**config.mk**
```make
export PLATFORM = sky130hd
export DESIGN_NAME = layer_act_serializer_flat
export DESIGN_NICKNAME = d
export VERILOG_FILES = /design/src/rtl/layer_act_serializer_if.sv /design/src/rtl/layer_act_serializer.sv /design/src/flat_wrapper.sv
export SDC_FILE = /design/constraint.sdc
export NUM_CORES = 1
export LEC_CHECK = 0
export ABC_AREA = 0
export CORE_ASPECT_RATIO = 1.75
export CORE_MARGIN = 3
export CORE_UTILIZATION = 54
export CTS_CLUSTER_DIAMETER = 60
export CTS_CLUSTER_SIZE = 24
export DETAILED_ROUTE_END_ITERATION = 10
export PLACE_DENSITY = 0.83
export SKIP_LAST_GASP = 1
export SYNTH_ARGS = -nofsm -noshare
export SYNTH_HDL_FRONTEND = slang
export SYNTH_SLANG_ARGS = --single-unit
```
**constraint.sdc**
```tcl
create_clock -name clk -period 9.7 [get_ports clk]
set_input_delay 1.455 -clock clk [delete_from_list [all_inputs] [get_ports clk]]
set_output_delay 1.455 -clock clk [all_outputs]
set_load 0.05 [all_outputs]
```
**src/rtl/layer_act_serializer_if.sv**
```systemverilog
// layer_act_serializer_if
// Valid/ready beat stream carrying one activation per beat.
//   m_valid : beat valid (master -> slave)
//   m_data  : activation value
//   m_index : element index of the beat
//   m_last  : final element of the layer
//   m_ready : downstream accept (slave -> master)
interface layer_act_serializer_if #(
    parameter int WIDTH = 8,
    parameter int IDX_W = 4
);
    logic             m_valid;
    logic [WIDTH-1:0] m_data;
    logic [IDX_W-1:0] m_index;
    logic             m_last;
    logic             m_ready;

    modport master (output m_valid, m_data, m_index, m_last, input m_ready);
    modport slave  (input m_valid, m_data, m_index, m_last, output m_ready);
endinterface

```
**src/rtl/layer_act_serializer.sv**
```systemverilog
// layer_act_serializer
// Captures NUM_ACT parallel post-ReLU activations LATENCY edges after start
// and streams them out one per beat, index 0 first.
// Optional argmax tracker built when LAYER_ACT_ARGMAX_EN is defined;
// otherwise max_idx/max_val/max_valid are tied to 0.
// Ports:
//   clk       : clock, rising edge
//   reset     : synchronous reset, active-low
//   start     : request one pass (sampled only in IDLE)
//   act_in    : flattened activations, element i at [i*WIDTH +: WIDTH]
//   busy      : high in WAIT and SEND
//   m         : output beat stream (master modport)
//   max_idx   : index of the largest streamed value
//   max_val   : largest streamed value
//   max_valid : one-cycle pulse after the final handshake
//
// state  | meaning
// S_IDLE | waiting for start
// S_WAIT | counting down pipeline latency before capture
// S_SEND | streaming captured buffer
module layer_act_serializer #(
    parameter int NUM_ACT = 15,
    parameter int WIDTH   = 8,
    parameter int LATENCY = 3,
    parameter int IDX_W   = $clog2(NUM_ACT)
) (
    input  logic                       clk,
    input  logic                       reset,
    input  logic                       start,
    input  logic [NUM_ACT*WIDTH-1:0]   act_in,
    output logic                       busy,
    layer_act_serializer_if.master     m,
    output logic [IDX_W-1:0]           max_idx,
    output logic [WIDTH-1:0]           max_val,
    output logic                       max_valid
);

    typedef enum logic [1:0] {S_IDLE, S_WAIT, S_SEND} state_t;

    localparam int CNT_W = (LATENCY > 1) ? $clog2(LATENCY) : 1;
    localparam logic [CNT_W-1:0] CNT_LOAD = (LATENCY > 0) ? CNT_W'(LATENCY - 1) : '0;
    localparam logic [IDX_W-1:0] LAST_IDX = IDX_W'(NUM_ACT - 1);

    state_t           state_q, state_d;
    logic [CNT_W-1:0] cnt_q, cnt_d;
    logic [IDX_W-1:0] idx_q, idx_d, idx_inc;
    logic [WIDTH-1:0] data_q, data_d;
    logic             last_q, last_d;
    logic             valid_q, busy_q;
    logic             capture, hs, hs_last;
    logic [WIDTH-1:0] act_buf_q [NUM_ACT];

    assign hs      = valid_q & m.m_ready;
    assign hs_last = hs & (idx_q == LAST_IDX);
    assign idx_inc = idx_q + 1'b1;

    always_comb begin
        state_d = state_q;
        cnt_d   = cnt_q;
        idx_d   = idx_q;
        data_d  = data_q;
        last_d  = last_q;
        capture = 1'b0;
        case (state_q)
            S_IDLE: begin
                if (start) begin
                    if (LATENCY == 0) begin
                        capture = 1'b1;
                        state_d = S_SEND;
                    end else begin
                        cnt_d   = CNT_LOAD;
                        state_d = S_WAIT;
                    end
                end
            end
            S_WAIT: begin
                if (cnt_q == '0) begin
                    capture = 1'b1;
                    state_d = S_SEND;
                end else begin
                    cnt_d = cnt_q - 1'b1;
                end
            end
            S_SEND: begin
                if (hs_last) begin
                    state_d = S_IDLE;
                    idx_d   = '0;
                    data_d  = '0;
                    last_d  = 1'b0;
                end else if (hs) begin
                    // Output registers are preloaded with the next element so
                    // nothing downstream sees a path from m_ready.
                    idx_d  = idx_inc;
                    data_d = act_buf_q[idx_inc];
                    last_d = (idx_inc == LAST_IDX);
                end
            end
            default: state_d = S_IDLE;
        endcase
        if (capture) begin
            idx_d  = '0;
            data_d = act_in[0 +: WIDTH];
            last_d = (NUM_ACT == 1);
        end
    end

    always_ff @(posedge clk) begin
        if (!reset) begin
            state_q <= S_IDLE;
            cnt_q   <= '0;
            idx_q   <= '0;
            data_q  <= '0;
            last_q  <= 1'b0;
            valid_q <= 1'b0;
            busy_q  <= 1'b0;
            for (int i = 0; i < NUM_ACT; i++) act_buf_q[i] <= '0;
        end else begin
            state_q <= state_d;
            cnt_q   <= cnt_d;
            idx_q   <= idx_d;
            data_q  <= data_d;
            last_q  <= last_d;
            valid_q <= (state_d == S_SEND);
            busy_q  <= (state_d != S_IDLE);
            if (capture) begin
                for (int i = 0; i < NUM_ACT; i++) act_buf_q[i] <= act_in[i*WIDTH +: WIDTH];
            end
        end
    end

    assign busy      = busy_q;
    assign m.m_valid = valid_q;
    assign m.m_data  = data_q;
    assign m.m_index = idx_q;
    assign m.m_last  = last_q;

`ifdef LAYER_ACT_ARGMAX_EN
    logic [IDX_W-1:0] max_idx_q;
    logic [WIDTH-1:0] max_val_q;
    logic             max_valid_q;

    // Strictly-greater update keeps the lower index on ties.
    always_ff @(posedge clk) begin
        if (!reset) begin
            max_idx_q   <= '0;
            max_val_q   <= '0;
            max_valid_q <= 1'b0;
        end else begin
            max_valid_q <= hs_last;
            if (capture) begin
                max_idx_q <= '0;
                max_val_q <= '0;
            end else if (hs && (data_q > max_val_q)) begin
                max_idx_q <= idx_q;
                max_val_q <= data_q;
            end
        end
    end

    assign max_idx   = max_idx_q;
    assign max_val   = max_val_q;
    assign max_valid = max_valid_q;
`else
    assign max_idx   = '0;
    assign max_val   = '0;
    assign max_valid = 1'b0;
`endif

endmodule

```
**src/flat_wrapper.sv**
```systemverilog
// flat-port wrapper written by rule: the top's interface ports become plain ports
module layer_act_serializer_flat 
#(
    parameter int NUM_ACT = 15,
    parameter int WIDTH   = 8,
    parameter int LATENCY = 3,
    parameter int IDX_W   = $clog2(NUM_ACT)
)
  (clk, reset, start, act_in, busy, max_idx, max_val, max_valid, m_m_valid, m_m_data, m_m_index, m_m_last, m_m_ready);
  layer_act_serializer_if #(.WIDTH(WIDTH), .IDX_W(IDX_W)) m_i ();
  input  logic clk;
  input  logic reset;
  input  logic start;
  input  logic [NUM_ACT*WIDTH-1:0] act_in;
  output logic busy;
  output logic [IDX_W-1:0] max_idx;
  output logic [WIDTH-1:0] max_val;
  output logic max_valid;
  output wire logic [$bits(m_i.m_valid)-1:0] m_m_valid;
  output wire logic [$bits(m_i.m_data)-1:0] m_m_data;
  output wire logic [$bits(m_i.m_index)-1:0] m_m_index;
  output wire logic [$bits(m_i.m_last)-1:0] m_m_last;
  input wire logic [$bits(m_i.m_ready)-1:0] m_m_ready;
  assign m_m_valid = m_i.m_valid;
  assign m_m_data = m_i.m_data;
  assign m_m_index = m_i.m_index;
  assign m_m_last = m_i.m_last;
  assign m_i.m_ready = m_m_ready;
  layer_act_serializer #(.NUM_ACT(NUM_ACT), .WIDTH(WIDTH), .LATENCY(LATENCY), .IDX_W(IDX_W)) u_core (.clk(clk), .reset(reset), .start(start), .act_in(act_in), .busy(busy), .m(m_i), .max_idx(max_idx), .max_val(max_val), .max_valid(max_valid));
endmodule
```
Word-level counts from Yosys, hierarchy flattened
Memories as Yosys holds them, arrays and structs flattened.
Index checks and enable logic that the tools add are counted.
- register bits after elaboration: 19
- latch bits: 0
- bits in writable memories: 120
- bits in read-only memories: 0
- input port bits: 124
- output and inout bits: 28
- logic and storage cells: 82
- memories: 1
- memories (memory ; words ; bits a word ; read ports ; clocked after memory_dff ; wr ports ; line ; text):
    u_core.act_buf_q ; 15 ; 8 ; 1 ; 0 ; 15 ; layer_act_serializer.sv:51 ; logic [WIDTH-1:0] act_buf_q [NUM_ACT];
- $add $sub $neg: 2
- multipliers: 0
- divide/modulo/power cells: 0
- $lt $le $gt $ge: 0
- equality and inequality tests: 7
- shift-type cells: 0
- muxes and demuxes: 36
- bitwise gates (word level): 18
- reductions and logical operators: 11
- operators with widths (cell ; count):
    8-bit two-way mux ; 19
    1-bit OR ; 15
    2-bit two-way mux ; 5
    4-bit == test (second input constant) ; 2
    1-bit two-way mux ; 8
    4-bit two-way mux ; 2
    2-bit nonzero test ; 4
    2-bit one-hot mux with 3 select lines ; 1
    4-bit by 1-bit adder with 4-bit output (second input constant) ; 1
    2-bit == test (second input constant) ; 2
    2-bit zero test ; 2
    2-bit inequality test (second input constant) ; 2
    2-bit one-hot mux with 2 select lines ; 1
    2-bit AND reduction ; 2
    3-bit AND reduction ; 1
    3-bit nonzero test ; 1
    1-bit bitwise AND ; 2
    2-bit by 1-bit == test with 1-bit output (second input constant) ; 1
    2-bit OR reduction ; 1
    2-bit by 1-bit subtractor with 2-bit output (second input constant) ; 1
    1-bit NOT ; 1

Logic depth before layout (Yosys ltp)
- word-level depth: 7
- depth in mapped cells: 10
- gate-level depth less buffers: 6

Worst setup path after synthesis
OpenSTA, ideal clock, no wires.
- path type: input to register
- start point: input reset
- end point: memory u_core.act_buf_q[0][0], enable pin
- setup time: 1.084 ns
- arrival time: 3.735 ns
- data required time: 8.616 ns
- slack: 4.881 ns
- stages: 2
- path buffers: 1
- cell sequence: clkbuf_1 nand2_1
- RTL lines (item ; line ; text):
    from (decl) ; flat_wrapper.sv:12 ; input logic reset;
    to (decl) ; layer_act_serializer.sv:51 ;

==> metrics.md <==
| Metric | Value |
|---|---|
| Status | `finished clean` |
| CP Cell Sequence | `clkdlybuf4s50_1, buf_4, inv_1, nor2_4, and2_1` |
| Final HPWL DP | `9640 um` |
| I/O Pins | `152` |
| Async SR Flop Fraction | `0` |
| Mapped cell area | `between 0.006 and 0.007 mm^2` |
| Clk buf depth | `2` |
| Cell Pwr Density | `177 mW/mm^2` |
| Crit-path max FO | `72` |
| CP Capture Point | `u_core.act_buf_q[9][0]` |
| Sequential area share after synthesis | `0.613` |
| RSZ-0062 raised after global routing | `no` |
| Peak Freq | `275 MHz` |
| Die width | `88.9 um` |
| Num rows | `52` |
| Startpoint Class | `input pin` |
| DRC | `0` |
| Share of power burned in registers | `0.481` |
| CTS sink cnt | `between 100 and 150` |
| Worst Tran Pin Value | `1150 ps` |
| CTS tree | `done` |
| Filler Cell Count | `805` |
| Internal power | `1.17 mW` |
| Vias | `~4000` |
| Reg2Reg Setup Slack | `6630 ps` |
| Switching Fraction | `0.223` |
| Slowest stage delay, CP | `1000 ps` |
| Relative slew slack | `0.233` |
| Final Non-Filler Cells | `742` |
| Drt first pass iters | `4` |
| # hold bufs at CTS | `0` |
| Clk_lat worst skew | `410 ps` |
| GR Util All Layers | `0.218` |
| Die area | `0.0134 mm^2` |
| Root buffer cell | `clkbuf_16` |
| Postcts setup bufs | `0` |
| Yosys warnings | `0` |
| Synth cell types | `39` |
| Drt total wl | `~14000 um` |
| Clk slew on worst S/H paths | `60 ps` |
| Drt initial violations | `249` |
| Combinational Power Share | `0.113` |
| Initial antenna violation count | `0` |
| Cts bufs inserted | `17` |
| CP bufs+invs | `3` |
| VDD IR max | `about 0.13 mV` |
| Final setup viols | `0` |
| GRT overflow | `0` |
| Fraction of layout cells with a size suffix above 1 | `0.147` |
| Diodes inserted | `0` |
| Placed Instance Area | `0.00792 mm^2` |
| Area Overhead vs Synth | `30.5%` |
| Maxcap violations | `0` |
| Pleak | `3.16 nW` |
| Worst setup path start | `reset` |
| Commonest cells after routing, fill and taps aside | `clkdlybuf4s50_1, edfxtp_1, and2_1` |
| Crit. path cell count | `5` |
| R2R depth | `8` |
| Setup slack after placement | `around 5600 ps` |
| Vias/cell | `5.43` |
| Worst reg2reg path startpoint | `u_core.m.m_index[0]` |
| Final hold violations | `0` |
| Min Hold Slack | `463 ps` |
| Number of synthesized flops with an enable pin | `120` |
| Placed instance count | `710` |
| Worst r2r dst | `u_core.m.m_data[7]` |
| Clock power frac | `0.406` |
| Post-Route Utilization | `0.728` |
| H-tree depth | `4` |
| Crit path DAT | `3900 ps` |
| Port Buffers | `138` |
| Max-slew violations | `0` |
| Finished Cell Area | `between 0.008 and 0.009 mm^2` |
| #FFs+latches synth | `139` |
| Nets@finish | `722` |
| Most common cell after layout, fill and taps aside | `clkdlybuf4s50_1` |
| WS Path Type | `input pin to flop` |
| Cells after synthesis | `462` |
| Core Region | `0.0116 mm^2` |
| Multi-input logic area | `about 0.0023 mm^2` |
| Antenna Nets Post-Route | `0` |
| Total area of sequential cells | `0.00399 mm^2` |
| Worst hold path type | `flop to flop` |
| Avg Cell Area, Syn | `14.1 um^2` |
| Required time worst endpoint | `9960 ps` |
| Largest net degree at the start of global routing | `73` |
| Final Worst Setup Slack | `6070 ps` |
| Setup_tns | `0 ps` |
| Cts repair resizes | `0` |
| First-pass GRT wire length | `21500 um` |
| Ys flop type | `edfxtp_1` |
| Minimum clock period | `roughly 3600 ps` |
| GP Congestion | `0.811` |
| Routed len/inst | `~19 um` |
| Power, Total | `1.50 mW` |
| Critical path capture point type | `flop` |
| Crit path max-delay cell type | `nor2_4` |
| Tcrit/Tclk final | `0.375` |
| Die height | `around 150 um` |
| Initial Util | `0.558` |
| Skew final | `7.74 ps` |
| Worst path top cell family by delay | `simple AND/OR/NAND/NOR gates` |
| Vias in the first global route | `4318` |
| P_sw | `0.335 mW` |
## power groups by stage
stage | clock, mW | sequential [mW] | combinational (mW)
6_report | 0.610 | 0.724 | 0.170
5_1_grt | 0.648 | 0.728 | 0.184
4_1_cts | 0.620 | 0.724 | 0.172
3_5_place_dp | 0 | 0.736 | 0.170
3_3_place_gp | 0 | 0.732 | 0.166
2_1_floorplan | 0 | 0.745 | 0.0856
## flip-flops by register name, indices dropped and copies added (netlist names)
| name | count |
|---|---|
| u_core.act_buf_q | 120 |
| u_core.busy | 1 |
| u_core.cnt_q | 2 |
| u_core.m.m_data | 8 |
| u_core.m.m_index | 4 |
| u_core.m.m_last | 1 |
| u_core.m.m_valid | 1 |
| u_core.state_q | 2 |
## per-layer routing
metal	routed length, um	up-vias	global-route usage	part of all wire
met5	0	-	0	0
met4	266	0	0.0827	0.019
met3	699	20	0.0457	0.050
met2	7990	141	0.403	0.57
li1	-	1921	-	-
met1	4970	1947	0.240	0.36
## Yosys cell counts (8+ instances only)
master      n  area, um^2
edfxtp_1  120        3600
and2_1    112         701
mux2_2     30         338
clkbuf_1   22        82.6
dfxtp_1    19         380
mux4_2     17         383
nand3_1    17        85.1
inv_1      16        60.1
nor2_1     14        52.6
buf_4      13        97.6
nor3_1     11        55.1
a31oi_1     8        50.1
## worst reg2reg max path, stage by stage (launching register included)
cell and delay [ps]:
dfxtp_2 320, buf_4 560, inv_1 140, ha_1 700, buf_4 360, mux4_2 370, mux2_2 290, nand3_1 90
o211ai_1 100
## final cells by class
class,instances,area share
Clock buffer,19,0.0510
Clock inverter,13,0.0149
Inverter,16,0.00708
Multi-Input combinational cell,277,0.270
Sequential cell,139,0.470
Tap cell,135,0.0199
Timing Repair Buffer,143,0.167
## kinds of logic after synthesis
logic type	synth area share
other	0.000577
xor gates and xnor gates	0.00693
DFF	0.613
AOI/OAI and AO/OA	0.0306
and+or+nand+nor	0.153
buffers and inverters	0.0439
adders and majority gates	0.00770
muxes	0.144
## worst min path at each step
| stage | startpoint | endpoint | depth (start not counted) |
|---|---|---|---|
| floorplan | u_core.cnt_q[0] | u_core.cnt_q[0] | 2 |
| global placement | u_core.m.m_last | u_core.m.m_last | 2 |
| detailed placement | u_core.m.m_last | u_core.m.m_last | 2 |
| CTS | u_core.m.m_last | u_core.m.m_last | 2 |
| global route | u_core.m.m_last | u_core.m.m_last | 2 |
| finish | u_core.m.m_last | u_core.m.m_last | 2 |
(Power assumes the default switching activity.)
